## config.mk

```make
export PLATFORM = sky130hd
export DESIGN_NAME = alu_exerciser
export DESIGN_NICKNAME = d
export VERILOG_FILES = /design/src/rtl/alu_exerciser.sv
export SDC_FILE = /design/constraint.sdc
export NUM_CORES = 1
export LEC_CHECK = 0
export BUFFER_PORTS_ARGS = -buffer_cell sky130_fd_sc_hd__buf_4
export CORE_ASPECT_RATIO = 0.5
export CORE_UTILIZATION = 57
export CTS_CLUSTER_SIZE = 40
export DETAILED_ROUTE_END_ITERATION = 16
export PLACE_DENSITY = 0.8
export SETUP_SLACK_MARGIN = 0.2
export SLEW_MARGIN = 20
export SYNTH_ARGS = -nofsm -noshare
export SYNTH_HDL_FRONTEND = slang
export SYNTH_SLANG_ARGS = --single-unit
```

## constraint.sdc

```tcl
create_clock -name clk -period 4.4 [get_ports clk]
set_clock_uncertainty 0.2 [all_clocks]
set_input_delay 0.44 -clock clk [delete_from_list [all_inputs] [get_ports clk]]
set_output_delay 0.44 -clock clk [all_outputs]
set_load 0.03 [all_outputs]
```

## src/rtl/alu_exerciser.sv

```systemverilog
// Self-test sequencer: sweeps LFSR operands through all eight ALU funcs and counts masked mismatches.
// Define ALU_EXERCISER_LOG_EN to add the first_fail capture port.
module alu_exerciser #(
  parameter int SETTLE_CYC   = 2,
  parameter int OPS_PER_FUNC = 16
) (
  input  logic        clk,
  input  logic        rst,
  input  logic        start,
  input  logic [15:0] res_bus,
  output logic [15:0] op_bus,
  output logic        busy,
  output logic        done,
  output logic [7:0]  err_cnt,
  output logic        pass
`ifdef ALU_EXERCISER_LOG_EN
  ,
  output logic [15:0] first_fail
`endif
);

  typedef enum logic [2:0] {IDLE, DRIVE, WAIT, CHECK, FIN} state_t;

  state_t      r_state, w_stateNext;
  logic [3:0]  r_waitCnt;
  logic [7:0]  r_opIdx;
  logic [2:0]  r_func;
  logic [7:0]  r_lfsr;
  logic [15:0] r_op;
  logic [7:0]  r_errCnt;
  logic        r_pass;
  logic        r_done;
`ifdef ALU_EXERCISER_LOG_EN
  logic [15:0] r_firstFail;
`endif

  logic [7:0]  w_lfsrStep;
  logic        w_lastInFunc;
  logic        w_lastOp;
  logic [2:0]  w_funcNext;
  logic [3:0]  w_a, w_b;
  logic [4:0]  w_addSum, w_subSum;
  logic        w_addOvf, w_subOvf;
  logic [15:0] w_expect, w_mask;
  logic        w_mismatch;

  assign w_lfsrStep   = {r_lfsr[6:0], r_lfsr[7] ^ r_lfsr[5] ^ r_lfsr[4] ^ r_lfsr[3]};
  assign w_lastInFunc = (r_opIdx == 8'(OPS_PER_FUNC - 1));
  assign w_lastOp     = w_lastInFunc && (r_func == 3'd7);
  assign w_funcNext   = w_lastInFunc ? r_func + 3'd1 : r_func;

  assign w_a      = r_op[3:0];
  assign w_b      = r_op[7:4];
  assign w_addSum = {1'b0, w_a} + {1'b0, w_b};
  assign w_subSum = {1'b0, w_a} + {1'b0, ~w_b} + 5'd1;
  assign w_addOvf = (w_a[3] == w_b[3]) && (w_addSum[3] != w_a[3]);
  assign w_subOvf = (w_a[3] != w_b[3]) && (w_subSum[3] != w_a[3]);

  // Reference ALU result in LED format; the mask selects only the fields meaningful for the func.
  always_comb begin
    w_expect = 16'h0000;
    w_mask   = 16'h0000;
    case (r_func)
      3'd0: begin w_expect[5:0] = {w_addOvf, w_addSum}; w_mask = 16'h003F; end
      3'd1: begin w_expect[5:0] = {w_subOvf, w_subSum}; w_mask = 16'h003F; end
      3'd2: begin w_expect[9:6] = ~w_a;        w_mask = 16'h03C0; end
      3'd3: begin w_expect[9:6] = w_a & w_b;   w_mask = 16'h03C0; end
      3'd4: begin w_expect[9:6] = w_a | w_b;   w_mask = 16'h03C0; end
      3'd5: begin w_expect[9:6] = w_a ^ w_b;   w_mask = 16'h03C0; end
      3'd6: begin w_expect[6] = $signed(w_a) < $signed(w_b); w_mask = 16'h0040; end
      default: begin w_expect[6] = (w_a == w_b); w_mask = 16'h0040; end
    endcase
  end

  assign w_mismatch = |((res_bus ^ w_expect) & w_mask);

  always_ff @(posedge clk) begin
    if (rst) r_state <= IDLE;
    else     r_state <= w_stateNext;
  end

  always_comb begin
    w_stateNext = r_state;
    busy        = 1'b0;
    case (r_state)
      IDLE:  if (start) w_stateNext = DRIVE;
      DRIVE: begin busy = 1'b1; w_stateNext = WAIT; end
      WAIT: begin
        busy = 1'b1;
        if (r_waitCnt == 4'(SETTLE_CYC - 1)) w_stateNext = CHECK;
      end
      CHECK: begin
        busy        = 1'b1;
        w_stateNext = w_lastOp ? FIN : DRIVE;
      end
      FIN:     w_stateNext = IDLE;
      default: w_stateNext = IDLE;
    endcase
  end

  // op_bus is only reloaded on the edge that enters DRIVE, so it holds through WAIT/CHECK and after FIN.
  always_ff @(posedge clk) begin
    if (rst) begin
      r_op      <= 16'h0000;
      r_lfsr    <= 8'hA5;
      r_func    <= 3'd0;
      r_opIdx   <= 8'd0;
      r_waitCnt <= 4'd0;
      r_errCnt  <= 8'd0;
      r_pass    <= 1'b0;
      r_done    <= 1'b0;
`ifdef ALU_EXERCISER_LOG_EN
      r_firstFail <= 16'h0000;
`endif
    end else begin
      r_done <= (r_state == FIN);
      case (r_state)
        IDLE: if (start) begin
          r_lfsr   <= 8'hA5;
          r_func   <= 3'd0;
          r_opIdx  <= 8'd0;
          r_op     <= 16'h00A5;
          r_errCnt <= 8'd0;
          r_pass   <= 1'b0;
`ifdef ALU_EXERCISER_LOG_EN
          r_firstFail <= 16'h0000;
`endif
        end
        DRIVE: r_waitCnt <= 4'd0;
        WAIT:  r_waitCnt <= r_waitCnt + 4'd1;
        CHECK: begin
          r_lfsr <= w_lfsrStep;
          if (w_mismatch && (r_errCnt != 8'hFF)) r_errCnt <= r_errCnt + 8'd1;
`ifdef ALU_EXERCISER_LOG_EN
          if (w_mismatch && (r_errCnt == 8'd0)) r_firstFail <= r_op;
`endif
          if (!w_lastOp) begin
            r_op    <= {5'b00000, w_funcNext, w_lfsrStep};
            r_func  <= w_funcNext;
            r_opIdx <= w_lastInFunc ? 8'd0 : r_opIdx + 8'd1;
          end
        end
        FIN:     r_pass <= (r_errCnt == 8'd0);
        default: ;
      endcase
    end
  end

  assign op_bus  = r_op;
  assign done    = r_done;
  assign err_cnt = r_errCnt;
  assign pass    = r_pass;
`ifdef ALU_EXERCISER_LOG_EN
  assign first_fail = r_firstFail;
`endif

endmodule

```

== Word-level counts from Yosys, hierarchy flattened ==
Index checks and enable logic that the tools add are counted.
Operators by class
  $add $sub $neg: 7
  $lt $le $gt $ge: 1
  equality and inequality tests: 23
  mux-type cells: 27
  bitwise operators: 10
  reductions and logical operators: 19
Operators by type and width (count)
  $pmux 8 s2: 3
  $mux 8: 5
  $mux 16: 2
  $pmux 16 s2: 1
  $pmux 3 s4: 2
  $pmux 10 s2: 1
  $mux 3: 6
  $add 8x1->8 const B: 2
  $and 16x16->16: 1
  $reduce_or 16->1: 1
  $xor 16x10->16: 1
  $eq 3x3->1 const B: 5
  $eq 3x2->1 const B: 4
  $pmux 6 s2: 1
  $add 4x4->5: 2
  $eq 8x4->1 const B: 1
  $logic_not 8->1: 1
  $ne 2x2->1 const B: 4
  $ne 8x8->1 const B: 1
  $not 4->4: 2
  $pmux 4 s2: 1
  $eq 3x1->1 const B: 2
  $logic_not 3->1: 2
  $pmux 1 s6: 1
  other kinds (22): 35
Storage, ports and cells
  register bits: 52
  output and inout port bits: 27

== Longest topological paths before layout ==
Gate-level depths: netlist (run 1).
  depth in word-level cells: 12
  depth in mapped cells: 12
  gate-level depth less buffers: 12

== Worst setup path before layout (run 1) ==
No wires, ideal clock.
  path type: register -> register
  from: register r_op[0] (netlist: op_bus[0])
  to: register r_errCnt[2] (netlist: err_cnt[2])
  setup time: 0.116 ns
  data arrival time: 3.077 ns
  data required time: 4.084 ns
  setup slack: 1.007 ns
  cell stages (with the launch flop): 13
  path buffers: 0
  clock period less this slack: 3.393 ns
  cell sequence: dfxtp_1 inv_1 ha_1 fa_1 nor2_2 o31ai_1 a221oi_1 o221ai_1 and3b_1 o31a_2 o21ai_2 a31oi_1 a41o_1
On the way
  longest elaborated chain between the ends: 11
RTL lines
  start, declared: RTL line 29  | logic [15:0] r_op;
  start signal, assigned: RTL line 138  | r_op <= {5'b00000, w_funcNext, w_lfsrStep};
  $add 4x4->5: RTL line 55  | assign w_subSum = {1'b0, w_a} + {1'b0, ~w_b} + 5'd1;
  $add 5x1->5: RTL line 55
  $ne 1x1->1: RTL line 57  | assign w_subOvf = (w_a[3] != w_b[3]) && (w_subSum[3] != w_a[3]);
  $logic_and 1x1->1: RTL line 57
  $pmux 6 s2: RTL line 63  | case (r_func)
  $xor 16x10->16 (*): RTL line 75  | assign w_mismatch = |((res_bus ^ w_expect) & w_mask);
  $and 16x16->16 (*): RTL line 75
  $reduce_or 16->1 (*): RTL line 75
  $logic_and 1x1->1 (*): RTL line 133  | if (w_mismatch && (r_errCnt != 8'hFF)) r_errCnt <= r_errCnt + 8'd1;
  $ne 2x2->1 (no line) (*)
  $reduce_and 3->1 (no line) (*)
  end signal, assigned: RTL line 133
  end, declared: RTL line 30  | logic [7:0] r_errCnt;
Every way passes the cells marked *; elsewhere a longest branch is shown, timed or not.
A chain may end at the register's enable or synchronous reset.

== Worst setup path in the final report (run 1) ==
Ends and elaborated chain as after synthesis.

==> results of run 1 <==
state kept, by name, summed over array words and instances, names as in the netlist:
| register | flops |
|---|---|
| r_lfsr | 8 |
| err_cnt | 8 |
| r_waitCnt | 4 |
| r_state | 3 |
| pass | 1 |
| r_opIdx | 8 |
| r_func | 2 |
| done | 1 |
| op_bus | 9 |
power groups by stage:
stage / Clock, uW / Sequential [uW] / Combinational [uW]
detailed placement: 0 / 440 / 185
CTS: 249 / 430 / 185
global route: 267 / 433 / 205
finish: 244 / 430 / 187
floorplan: 0 / 441 / 136
global placement: 0 / 438 / 180
worst paths after layout:
kind                            cells after the start  startpoint          to
worst min register to register                      2        pass        pass
worst max-delay path                               12   op_bus[0]  err_cnt[2]
worst min-delay path                                4       start        pass
worst max register to register                     12   op_bus[0]  err_cnt[2]
stage by stage:
step	cells	total power, uW	cell area, um^2	setup WS (ns)
floorplan	382	577.3	3032	1.007
global placement	467	618.7	3284	0.9243
detailed placement	467	624.4	3284	0.8541
CTS	474	864.6	3366	0.8391
global route	474	904.7	3366	0.5929
finish	474	861.4	3366	0.7896
worst max-delay path: stages, from the launching register on:
cell,delay [ns]
dfxtp_1,0.42
inv_1,0.10
ha_1,0.24
fa_1,0.44
nor2_2,0.16
o31ai_1,0.08
a221oi_1,0.28
o221ai_1,0.21
and3b_1,0.22
o31a_2,0.39
o21ai_2,0.39
a31oi_1,0.14
a41o_1,0.24
layout by cell type, fill, tap and decap left out, types with 8 or more instances in the layout:
cell      Yosys  layout
ha_1         25      25
a21oi_1      26      26
nor2_1       46      46
o21ai_0      15      15
xnor2_1      10      10
nand2_1      35      35
buf_4         6      36
inv_1        19      19
dfxtp_1      44      44
nand4_1       8       8
nand2b_1     10      10
nand3_1      14      14
cells by family after synthesis:
| family | count (synthesis) |
|---|---|
| compound gates | 89 |
| xor+xnor | 15 |
| fa+ha+maj | 27 |
| buf+inv | 41 |
| flops | 44 |
| mux | 6 |
| other cells | 1 |
| simple gates | 155 |
final cells by class:
| class | count | area [um^2] |
|---|---|---|
| clock buffers | 5 | 68.82 |
| fillers | 430 | 1634 |
| multi-input cells | 297 | 1971 |
| inverters | 20 | 75.07 |
| clock inverters | 2 | 12.51 |
| flip-flops and latches | 44 | 880.8 |
| well taps | 70 | 87.58 |
| repair buffers | 36 | 270.3 |
layer usage:
| layer | part of all wire (%) | wire length (um) | track usage [%] | up-vias |
|---|---|---|---|---|
| met5 | 0 | 0 | 0 | - |
| met4 | 2.2 | 150 | 10.09 | 0 |
| met3 | 4.9 | 336 | 4.926 | 16 |
| met2 | 47 | 3191 | 45.14 | 92 |
| met1 | 46 | 3148 | 30.55 | 1307 |
| li1 | - | - | - | 1385 |
==> reports/results.tsv, run 1 <==
metric	value	unit
top cells by area, synth	dfxtp_1 29%, ha_1 10%, nor2_1 5.7%, nand2_1 4.4%, a21oi_1 4.3%	
routed len/inst	14.40	um
root buffer cell	clkbuf_8	
Setup crit end kind	flop	
Compound-Gate Fraction of Synth Area	20.66	%
total grt overflow	0	
initial drt markers	206	
P_sw	273.1	uW
#FFs+latches synth	44	
Mapped Area	0.003017	mm^2
Worst Path Required	4.39	ns
die width	104.9	um
die area	0.005605	mm^2
CP Launch Type	flop	
Flop pwr share	49.9	%
Post-CTS Repair Setup Buffers	0	
Simple-Gate Fraction of Synth Area	25.96	%
biggest area consumer among synthesized cells	dfxtp_1	
drt drc	0	
CTS Hold Bufs	0	
pin slew with the least headroom to its limit	0.8896	ns
Synth warnings	0	
CTS tree	done	
First-pass DRT Iterations	5	
cts repair resizes	0	
RSZ-0062 raised after global routing	false	
fmax	277.0	MHz
relative slew slack	40.70	%
asr flop ratio synth	0	%
# port buffers	34	
H-tree depth	2	
final setup violation count	0	
period utilisation layout	82.05	%
sequential cell area fraction in the yosys report	29.20	%
CTS clock-pin slew for the worst setup and hold paths	0.08	ns
final wirelength	6.827	mm
largest net degree at the start of global routing	36	
outcome	finished clean	
clock buffer count from CTS	5	
Top FF cell, synth	dfxtp_1	
part of the power in the clock network	28.4	%
initial core utilization	60.34	%
final core utilization	67.32	%
GP Congestion	0.8946	
Max Cap Viol	0	
most frequent cell after synthesis	nor2_1	
GRT Total Usage	25.18	%
internal power	588.4	uW
clk_lat worst skew	0.30	ns
main combinational cell family by area after synthesis	simple AND/OR/NAND/NOR gates	
DP Wirelength	5.051	mm
Hold Path Class	in -> reg	
Peak VDD IR	0.2451	mV
area grow syn2layout	11.57	%
layout cells sized above 1	13.61	%
via count	2800	
Syn Area/Cell	7.981	um^2
FP Rows	18	
Post-synth EDFFs	0	
setup slack, reg-to-reg	0.79	ns
vias in the first global route	2409	
first-pass GRT wire length	10.98	mm
Combinational Power Share	21.7	%
Clock Tree Buf Depth	2	
nets	450	
Core ar.	0.005000	mm^2
critical path class	reg -> reg	
CTS sink cnt	44	
hold slack	0.2633	ns
Final min period	3.610	ns
synth unique cells	66	
Slew Viols, Final	0	
Syn Inst Count	378	
top cell type's share of synthesized area	29.20	%
initial antenna violation count	0	
XOR/XNOR Fraction of Synth Area	4.355	%
leakage	0.001359	uW
ant diodes	0	
TNS Setup	0	ns
Synth Area in Adders	11.70	%
IO Pins	46	
worst-path maximum fanout	10	
Die H	53.44	um
multiplexer share of the synthesized area	2.032	%
Vias/cell	5.907	
Hold Violations, Final	0	
Post-synth top cells	46 x nor2_1, 44 x dfxtp_1, 35 x nand2_1	
Final ANT Viol Nets	0	
Power Density	255.9	mW/mm^2
Switching Share	31.70	%
crit path DAT	3.60	ns
Note: power is estimated with default switching activity, not from simulation.
==> run 2, diff against run 1 <==
Clock period 4.4 ns to 3.5 ns, I/O delays scaled along.
==> reports/results.tsv, run 2 (synthesis gave the netlist of run 1 again) <==
metric	value	unit	change
total grt overflow	0		unchanged
Switching Share	30.99	%	-0.71 points
FILL cells	405		-5.8%
largest net degree at the start of global routing	36		unchanged
root buffer cell	clkbuf_8		
die area	0.005605	mm^2	unchanged
most common cell after layout, fill and taps aside	nor2_1		
pin slew with the least headroom to its limit	1.008	ns	+0.1181 ns
crit path DAT	3.26	ns	-0.34 ns
clk_lat worst skew	0.31	ns	about the same
Peak VDD IR	0.2098	mV	-14%
leakage	0.001411	uW	+3.8%
final setup violation count	0		unchanged
GRT Total Usage	26.58	%	+1.4 points
Hold Path Class	in -> reg		
critical path class	reg -> reg		
Die H	53.44	um	unchanged
layout cells sized above 1	19.46	%	+5.9 points
DP Wirelength	5.027	mm	-0.48%
most frequent cells in the layout	45 x nor2_1, 41 x buf_4, 39 x dfxtp_1		
die width	104.9	um	unchanged
final core utilization	71.82	%	+4.5 points
final wirelength	7.217	mm	+5.7%
Flop pwr share	44.6	%	-5.3 points
IO Pins	46		unchanged
FF-to-FF Start	op_bus[4]		
CTS tree	done		
relative slew slack	32.25	%	-8.4 points
Vias/cell	5.834		-1.2%
# port buffers	34		unchanged
max FFs per register	9		unchanged
CTS sink cnt	44		unchanged
internal power	833.2	uW	+42%
Combinational Power Share	22.0	%	+0.3 points
outcome	finished clean		
final worst slack	0.2511	ns	-0.5385 ns
Clock Tree Buf Depth	2		unchanged
reg2reg path depth	12		unchanged
via count	2806		+0.21%
initial drt markers	188		-8.7%
Final ANT Viol Nets	0		unchanged
First-pass DRT Iterations	4		-1
Slew Viols, Final	0		unchanged
setup slack, reg-to-reg	0.25	ns	-0.54 ns
clock buffer count from CTS	5		unchanged
GP Congestion	0.9106		+1.8%
drt drc	0		unchanged
Setup crit end kind	flop		
Hold Violations, Final	0		unchanged
Crit Reg-Reg Endpoint	err_cnt[2]		
routed len/inst	15.00	um	+4.2%
Final min period	3.249	ns	-0.3615 ns
initial antenna violation count	0		unchanged
period utilisation layout	92.82	%	+11 points
first-pass GRT wire length	11.56	mm	+5.3%
worst-path maximum fanout	5		-5
Max Cap Viol	0		unchanged
fmax	307.8	MHz	+11%
H-tree depth	2		unchanged
Power Density	336.2	mW/mm^2	+31%
CP Launch Point	op_bus[4]		
CP Launch Type	flop		
vias in the first global route	2608		+8.3%
Worst Path Required	3.51	ns	-0.88 ns
CTS clock-pin slew for the worst setup and hold paths	0.09	ns	about the same
P_sw	374.2	uW	+37%
Setup WS pre-CTS	-0.02626	ns	-0.8804 ns
ant diodes	0		unchanged
hold slack	0.1593	ns	-0.1040 ns
Core ar.	0.005000	mm^2	unchanged
RSZ-0062 raised after global routing	false		
nets	456		+1.3%
CTS Hold Bufs	0		unchanged
initial core utilization	60.34	%	unchanged
area grow syn2layout	19.04	%	
CP endpoint	err_cnt[2]		
FP Rows	18		unchanged
part of the power in the clock network	33.4	%	+5.0 points
run 2: cell count changes in the layout (fill, tap and decap cells not counted), moves of 2 or more:
cell | before | now
inv_1 | 19 | 16
dfxtp_1 | 44 | 39
dfxtp_4 | 0 | 4
ha_1 | 25 | 21
ha_4 | 0 | 4
a2111oi_4 | 0 | 2
inv_2 | 1 | 4
nor4_1 | 5 | 3
buf_4 | 36 | 41
run 2: stage by stage:
step	total power (uW)	cells	TNS [ns]	cell area [um^2]
finish	1207	481	0	3591
global route	1262	481	0	3591
CTS	1199	480	0	3497
detailed placement	792.4	471	-0.02626	3317
global placement	785.8	471	0	3317
floorplan	726.1	382	0	3034
run 2: worst min path at each step:
| stage | start | endpoint | slack (ns) | depth (start not counted) |
|---|---|---|---|---|
| floorplan | r_opIdx[1] | r_opIdx[1] | 0.25 | 2 |
| global placement | pass | pass | 0.25 | 2 |
| detailed placement | pass | pass | 0.25 | 2 |
| CTS | start | pass | 0.16 | 4 |
| global route | start | pass | 0.18 | 4 |
| finish | start | pass | 0.16 | 4 |
run 2: area by class of cell:
type	count	area (um^2)	share of cell area (%)
Tap cell	70	87.58	2.439
Clock buffer	5	68.82	1.916
Sequential cell	44	897.1	24.98
Timing Repair Buffer	41	307.8	8.571
Multi-Input combinational cell	298	2108	58.71
Clock inverter	3	46.29	1.289
Inverter	20	75.07	2.091
run 2: timing repair:
item,CTS,global route
setup endpoints to repair,8,8
setup buffers,0,1
resized for setup,14,16
pin swaps,2,12
gates cloned,1,0
run 2: power by group through the flow:
| stage | Clock, uW | Sequential, uW | Combinational [uW] |
|---|---|---|---|
| after floorplan | 0 | 555 | 171 |
| after global placement | 0 | 548 | 238 |
| after detailed placement | 0 | 549 | 244 |
| after CTS | 406 | 538 | 255 |
| after global routing | 430 | 542 | 290 |
| final | 404 | 538 | 266 |
run 2: per-layer routing:
metal	up-vias	global-route usage, %	part of all wire [%]
li1	1398	-	-
met1	1301	32.03	46
met2	91	46.91	47
met3	16	3.818	4.5
met4	0	15.49	2.2
met5	-	0	0
run 2: worst max-delay path, stage by stage (launching register included):
cell,delay (ns)
dfxtp_4,0.40
ha_4,0.15
inv_1,0.05
fa_1,0.41
nand2b_1,0.20
a2111oi_4,0.30
o21ai_1,0.12
xnor2_1,0.30
a2111oi_4,0.07
o31a_4,0.35
o21ai_4,0.23
a31oi_1,0.11
a41o_1,0.24
